$ cat src/rtl/regfile_port_sequencer_if.sv
// Bundle between the regfile port sequencer, its requester/consumer and the register file.
// master: the sequencer's view; slave: the environment (decode/writeback + register file).
interface regfile_port_sequencer_if #(
    parameter int ADDR_WIDTH = 5,
    parameter int DATA_WIDTH = 32
);
    logic                  req_valid;
    logic                  req_ready;
    logic [ADDR_WIDTH-1:0] req_rs1;
    logic [ADDR_WIDTH-1:0] req_rs2;
    logic [ADDR_WIDTH-1:0] req_rd;
    logic                  req_we;
    logic [DATA_WIDTH-1:0] req_wdata;
    logic                  rsp_valid;
    logic                  rsp_ready;
    logic [DATA_WIDTH-1:0] rsp_rs1_data;
    logic [DATA_WIDTH-1:0] rsp_rs2_data;
    logic                  rf_we;
    logic [ADDR_WIDTH-1:0] rf_addr;
    logic [DATA_WIDTH-1:0] rf_wdata;
    logic [DATA_WIDTH-1:0] rf_rdata;

    modport master (
        input  req_valid, req_rs1, req_rs2, req_rd, req_we, req_wdata, rsp_ready, rf_rdata,
        output req_ready, rsp_valid, rsp_rs1_data, rsp_rs2_data, rf_we, rf_addr, rf_wdata
    );

    modport slave (
        output req_valid, req_rs1, req_rs2, req_rd, req_we, req_wdata, rsp_ready, rf_rdata,
        input  req_ready, rsp_valid, rsp_rs1_data, rsp_rs2_data, rf_we, rf_addr, rf_wdata
    );
endinterface

$ cat src/rtl/regfile_port_sequencer.sv
// Serialises rs1 read, rs2 read and optional rd write onto a single sync-read regfile port.
// Optional macro RF_READ_SKIP_EN: when rs1 == rs2 the second read is skipped (one cycle less).
module regfile_port_sequencer #(
    parameter int ADDR_WIDTH = 5,
    parameter int DATA_WIDTH = 32
) (
    input  logic                            clk,
    input  logic                            rst,
    regfile_port_sequencer_if.master        bus,
    output logic                            busy
);
    typedef enum logic [2:0] {IDLE, RD1, RD2, CAP, RESP} state_e;

    state_e                state_q;
    logic [ADDR_WIDTH-1:0] rs1_q, rs2_q, rd_q;
    logic                  we_q;
    logic [DATA_WIDTH-1:0] wdata_q;
    logic                  rsp_valid_q;
    logic [DATA_WIDTH-1:0] rsp_rs1_q, rsp_rs2_q;
    logic                  rf_we_q;
    logic [ADDR_WIDTH-1:0] rf_addr_q;
    logic [DATA_WIDTH-1:0] rf_wdata_q;

    // Port setup for the CAP cycle: write rd if requested, otherwise keep pointing at rs2.
    logic                  cap_we_d;
    logic [ADDR_WIDTH-1:0] cap_addr_d;
    logic [DATA_WIDTH-1:0] rs1_val_d, rs2_val_d;

    assign cap_we_d   = we_q && (rd_q != '0);
    assign cap_addr_d = cap_we_d ? rd_q : rs2_q;
    assign rs1_val_d  = (rs1_q == '0) ? '0 : bus.rf_rdata;
    assign rs2_val_d  = (rs2_q == '0) ? '0 : bus.rf_rdata;

    always_ff @(posedge clk or negedge rst) begin
        if (!rst) begin
            state_q     <= IDLE;
            rs1_q       <= '0;
            rs2_q       <= '0;
            rd_q        <= '0;
            we_q        <= 1'b0;
            wdata_q     <= '0;
            rsp_valid_q <= 1'b0;
            rsp_rs1_q   <= '0;
            rsp_rs2_q   <= '0;
            rf_we_q     <= 1'b0;
            rf_addr_q   <= '0;
            rf_wdata_q  <= '0;
        end else begin
            unique case (state_q)
                IDLE: begin
                    if (bus.req_valid) begin
                        rs1_q     <= bus.req_rs1;
                        rs2_q     <= bus.req_rs2;
                        rd_q      <= bus.req_rd;
                        we_q      <= bus.req_we;
                        wdata_q   <= bus.req_wdata;
                        rf_we_q   <= 1'b0;
                        rf_addr_q <= bus.req_rs1;
                        state_q   <= RD1;
                    end
                end
                RD1: begin
`ifdef RF_READ_SKIP_EN
                    if (rs1_q == rs2_q) begin
                        rf_we_q    <= cap_we_d;
                        rf_addr_q  <= cap_addr_d;
                        if (cap_we_d) rf_wdata_q <= wdata_q;
                        state_q    <= CAP;
                    end else begin
                        rf_addr_q <= rs2_q;
                        state_q   <= RD2;
                    end
`else
                    rf_addr_q <= rs2_q;
                    state_q   <= RD2;
`endif
                end
                RD2: begin
                    // rf_rdata now reflects the rs1 address driven during RD1
                    rsp_rs1_q  <= rs1_val_d;
                    rf_we_q    <= cap_we_d;
                    rf_addr_q  <= cap_addr_d;
                    if (cap_we_d) rf_wdata_q <= wdata_q;
                    state_q    <= CAP;
                end
                CAP: begin
                    rsp_rs2_q <= rs2_val_d;
`ifdef RF_READ_SKIP_EN
                    if (rs1_q == rs2_q) rsp_rs1_q <= rs1_val_d;
`endif
                    rf_we_q     <= 1'b0;
                    rsp_valid_q <= 1'b1;
                    state_q     <= RESP;
                end
                RESP: begin
                    if (bus.rsp_ready) begin
                        rsp_valid_q <= 1'b0;
                        state_q     <= IDLE;
                    end
                end
                default: state_q <= IDLE;
            endcase
        end
    end

    assign bus.req_ready    = (state_q == IDLE);
    assign busy             = (state_q != IDLE);
    assign bus.rsp_valid    = rsp_valid_q;
    assign bus.rsp_rs1_data = rsp_rs1_q;
    assign bus.rsp_rs2_data = rsp_rs2_q;
    assign bus.rf_we        = rf_we_q;
    assign bus.rf_addr      = rf_addr_q;
    assign bus.rf_wdata     = rf_wdata_q;
endmodule

$ cat src/flat_wrapper.sv
// flat-port wrapper written by rule: the top's interface ports become plain ports
module regfile_port_sequencer_flat 
#(
    parameter int ADDR_WIDTH = 5,
    parameter int DATA_WIDTH = 32
)
  (clk, rst, busy, bus_req_valid, bus_req_rs1, bus_req_rs2, bus_req_rd, bus_req_we, bus_req_wdata, bus_rsp_ready, bus_rf_rdata, bus_req_ready, bus_rsp_valid, bus_rsp_rs1_data, bus_rsp_rs2_data, bus_rf_we, bus_rf_addr, bus_rf_wdata);
  regfile_port_sequencer_if #(.ADDR_WIDTH(ADDR_WIDTH), .DATA_WIDTH(DATA_WIDTH)) bus_i ();
  input  logic clk;
  input  logic rst;
  output logic busy;
  input wire logic [$bits(bus_i.req_valid)-1:0] bus_req_valid;
  input wire logic [$bits(bus_i.req_rs1)-1:0] bus_req_rs1;
  input wire logic [$bits(bus_i.req_rs2)-1:0] bus_req_rs2;
  input wire logic [$bits(bus_i.req_rd)-1:0] bus_req_rd;
  input wire logic [$bits(bus_i.req_we)-1:0] bus_req_we;
  input wire logic [$bits(bus_i.req_wdata)-1:0] bus_req_wdata;
  input wire logic [$bits(bus_i.rsp_ready)-1:0] bus_rsp_ready;
  input wire logic [$bits(bus_i.rf_rdata)-1:0] bus_rf_rdata;
  output wire logic [$bits(bus_i.req_ready)-1:0] bus_req_ready;
  output wire logic [$bits(bus_i.rsp_valid)-1:0] bus_rsp_valid;
  output wire logic [$bits(bus_i.rsp_rs1_data)-1:0] bus_rsp_rs1_data;
  output wire logic [$bits(bus_i.rsp_rs2_data)-1:0] bus_rsp_rs2_data;
  output wire logic [$bits(bus_i.rf_we)-1:0] bus_rf_we;
  output wire logic [$bits(bus_i.rf_addr)-1:0] bus_rf_addr;
  output wire logic [$bits(bus_i.rf_wdata)-1:0] bus_rf_wdata;
  assign bus_i.req_valid = bus_req_valid;
  assign bus_i.req_rs1 = bus_req_rs1;
  assign bus_i.req_rs2 = bus_req_rs2;
  assign bus_i.req_rd = bus_req_rd;
  assign bus_i.req_we = bus_req_we;
  assign bus_i.req_wdata = bus_req_wdata;
  assign bus_i.rsp_ready = bus_rsp_ready;
  assign bus_i.rf_rdata = bus_rf_rdata;
  assign bus_req_ready = bus_i.req_ready;
  assign bus_rsp_valid = bus_i.rsp_valid;
  assign bus_rsp_rs1_data = bus_i.rsp_rs1_data;
  assign bus_rsp_rs2_data = bus_i.rsp_rs2_data;
  assign bus_rf_we = bus_i.rf_we;
  assign bus_rf_addr = bus_i.rf_addr;
  assign bus_rf_wdata = bus_i.rf_wdata;
  regfile_port_sequencer #(.ADDR_WIDTH(ADDR_WIDTH), .DATA_WIDTH(DATA_WIDTH)) u_core (.clk(clk), .rst(rst), .bus(bus_i), .busy(busy));
endmodule
$ cat config.mk
export PLATFORM = sky130hd
export DESIGN_NAME = regfile_port_sequencer_flat
export DESIGN_NICKNAME = d
export VERILOG_FILES = /design/src/rtl/regfile_port_sequencer_if.sv /design/src/rtl/regfile_port_sequencer.sv /design/src/flat_wrapper.sv
export SDC_FILE = /design/constraint.sdc
export NUM_CORES = 1
export LEC_CHECK = 0
export CORE_UTILIZATION = 49
export CTS_BUF_LIST = sky130_fd_sc_hd__clkbuf_4
export CTS_CLUSTER_SIZE = 30
export DETAILED_ROUTE_END_ITERATION = 12
export HOLD_SLACK_MARGIN = 0.05
export PLACE_DENSITY = 0.83
export SKIP_CTS_REPAIR_TIMING = 1
export SYNTH_ARGS = -nofsm -noshare
export SYNTH_HDL_FRONTEND = slang
export SYNTH_SLANG_ARGS = --single-unit
$ cat constraint.sdc
create_clock -name clk -period 2 [get_ports clk]
set_clock_uncertainty 0.1 [all_clocks]
set_input_delay 0.4 -clock clk [delete_from_list [all_inputs] [get_ports clk]]
set_output_delay 0.4 -clock clk [all_outputs]
set_load 0.02 [all_outputs]
==> flow_summary.yaml <==
clocking:
  cts.sinks: 154
  cts_max_level: 4
  root_buffer: "clkbuf_4"
  clk_path_buf_depth: 2
  cts_tree: "done"
  numCtsBuffers: 17
  path_clk_slew_ns: 0.12
  worstSkewPairLatency_ns: 0.56
finish:
  final_common_cell: "dfrtp_1"
  final_cell_mix: "dfrtp_1 (154), nand2_1 (142), dlymetal6s2s_1 (103)"
  final_util_pct: 71.4
  nets: 812
  drive_gt1_share_pct: 18.2
  area_growth_pct: 41.6
  stdcell_count: 914
hold_path:
  hp-class: "input pin to asynchronous set/reset pin"
route:
  num_vias: 4779
  firstDrtPassIters: 6
  routed_via_density: 5.23
  drc: 0
  postRouteAntennaNets: 0
  routedWlPerCell_um: 18.0
  wirelength_um: 16400
  drt_iter0_markers: 338
critical_path:
  crit_chain: "or3_4, inv_2, buf_6"
  worst-setup-path-type: "flop to primary output"
  endpoint_kind: "primary output"
  reg2reg_depth: 5
  crit_path_max_fanout: 2
  cp-start-kind: "flop"
  arrival_ns: 1.53
  cpPeakStageDelay_ns: 0.40
  worst_path_max_delay_cell: "dfrtp_1"
  required_ns: 1.50
synthesis:
  synth_cell_types: 33
  synth_edf_count: 0
  ys.flop_type: "dfrtp_1"
  synth_area_per_cell_um2: 11.9
  synthCells: 534
  synth_warnings: 0
  synth_nets: 618
  ys_ff_latch: 154
  syn_area_mm2: 0.00636
  synthArstFlopShare_pct: 100
  yosysSeqAreaShare_pct: 60.6
placement:
  placed_cells: 880
  dp_slack_ns: 0.0451
  dp_hpwl_um: 11100
  io_buffers: 188
  gp_congestion: 0.815
power:
  p_total_uw: 14900
  intPower_uw: 9090
  clkPwrFrac_pct: 12.1
  p_comb_share_pct: 50.1
  power_leakage_uw: 0.00509
  p_switching_uw: 5810
  p_seq_share_pct: 37.8
  switching_share_pct: 39.0
  peakVddDrop_mv: 0.809
  p_per_area_mw_per_mm2: 1650
timing:
  max_slew_margin_pct: 68.0
  tightest_slew_ns: 0.480
  slew_viol_final: 0
  finalSetupViolCount: 2
  max_freq_mhz: 493
  hold_viol: 0
  rsz0062_at_grt: "true"
  postLayoutSetupSlackWorst_ns: -0.0266
  finalCritPeriodShare_pct: 101
  fin_crit_ns: 2.03
floorplan:
  core_area_mm2: 0.0126
  die_area_mm2: 0.0134
  ios: 189
  row_count: 41
  die_h_um: 116
  die_w_um: 116
  floorplan.initialDensity_pct: 50.4
outcome:
  status: "finished with violations"
  failed_checks: "setup timing"
grt:
  antenna_found_initial: 0
  use_met2_pct: 40.3
  grt_max_degree: 66
  grt_pass1_wl_um: 24100
  grt_overflow: 0
  busiest_layer: "met2"
  grt_pass1_vias: 4782
  met3_usage_pct: 4.24
  use_met1_pct: 29.6
  grt_use_total_pct: 24.0
flow_run:
  cap_violations: 0
-- final cells by class --
cell class | count | area, µm²
Antenna cell | 1 | 2.50
Clock buffer | 17 | 128
Clock inverter | 15 | 133
Fill cell | 863 | 3610
Inverter | 10 | 37.5
Multi-Input combinational cell | 336 | 2240
Sequential cell | 154 | 3850
Tap cell | 172 | 215
Timing Repair Buffer | 209 | 2400
-- through the flow --
stage          hold WS [ns]  instance area, µm²  setup TNS, ns
6_report              0.240                9000        -0.0410
5_1_grt               0.227                9000         -0.275
4_1_cts              -0.360                8730         -10.03
3_5_place_dp          0.280                8470              0
3_3_place_gp          0.267                8470              0
2_1_floorplan       0.00441                6360              0
-- state kept, by name, indices dropped and copies added (netlist names), 3 cells and up --
register                 flops
u_core.bus.rf_wdata         32
u_core.bus.rsp_rs1_data     32
u_core.bus.rsp_rs2_data     32
u_core.wdata_q              32
u_core.bus.rf_addr           5
u_core.rd_q                  5
u_core.rs1_q                 5
u_core.rs2_q                 5
u_core.state_q               3
-- power groups by stage --
| stage | sequential [µW] | combinational (µW) | clock (µW) |
|---|---|---|---|
| 2_1_floorplan | 6750 | 3270 | 0 |
| 3_3_place_gp | 5590 | 7400 | 0 |
| 3_5_place_dp | 5690 | 7630 | 0 |
| 4_1_cts | 5630 | 7670 | 1840 |
| 5_1_grt | 5810 | 7990 | 1990 |
| 6_report | 5630 | 7470 | 1800 |
-- worst max-delay path: cells and delay by family (launching register included) --
kind                   cells  cell delay (ns)
flip-flops                 1             0.40
buffers and inverters      2             0.19
AND/OR/NAND/NOR            1             0.39
-- layer usage --
layer  share of wire, %  vias to the layer above
met5                  0                        -
met4                3.9                        0
met3                4.7                       50
met2                 52                      181
met1                 39                     2344
li1                   -                     2204
-- kinds of logic (layout without fill, tap and decap cells) --
| family | Yosys count | after routing | share of synthesized area [%] |
|---|---|---|---|
| multiplexers | 77 | 77 | 16.0 |
| other | 0 | 1 | 0 |
| buffers and inverters | 44 | 251 | 4.31 |
| AO/OA/AOI/OAI | 96 | 96 | 8.44 |
| flip-flops | 154 | 154 | 60.6 |
| AND/OR/NAND/NOR | 163 | 163 | 10.6 |
-- path summary, 6_finish.rpt --
path	startpoint	end	slack, ns
min in group clk	bus_req_rd[3]	u_core.rd_q[3]$_DFFE_PN0P_	0.29
hold reg to reg	u_core.bus.rsp_rs2_data[13]$_DFFE_PN0P_	u_core.bus.rsp_rs2_data[13]$_DFFE_PN0P_	0.39
setup / recovery	u_core.state_q[2]$_DFFE_PN0P_	bus_req_ready	-0.03
max in group asynchronous	rst	u_core.wdata_q[11]$_DFFE_PN0P_	0.95
setup reg to reg	u_core.rd_q[1]$_DFFE_PN0P_	u_core.bus.rf_wdata[29]$_DFFE_PN0P_	0.05
hold / removal	rst	u_core.bus.rf_wdata[28]$_DFFE_PN0P_	0.24
-- cell usage after synthesis (2+ instances only) --
| cell | number | area share, % |
|---|---|---|
| o21ai_0 | 69 | 5.4 |
| buf_4 | 3 | 0.35 |
| o32a_1 | 4 | 0.63 |
| inv_1 | 9 | 0.53 |
| clkbuf_1 | 20 | 1.2 |
| buf_1 | 3 | 0.18 |
| o22a_1 | 4 | 0.55 |
| nor2_1 | 5 | 0.30 |
| a21oi_1 | 12 | 0.94 |
| mux2_1 | 2 | 0.35 |
| a311oi_1 | 3 | 0.41 |
| buf_6 | 2 | 0.35 |
| nor3_1 | 3 | 0.24 |
| mux2_2 | 34 | 6.0 |
| nand2_1 | 142 | 8.4 |
| nand3b_1 | 3 | 0.35 |
| dfrtp_1 | 154 | 61 |
| mux2_4 | 40 | 9.4 |
| nand2b_1 | 3 | 0.30 |
| nor4_1 | 2 | 0.20 |
| buf_12 | 5 | 1.6 |
Note: power is estimated with default switching activity, not from simulation.
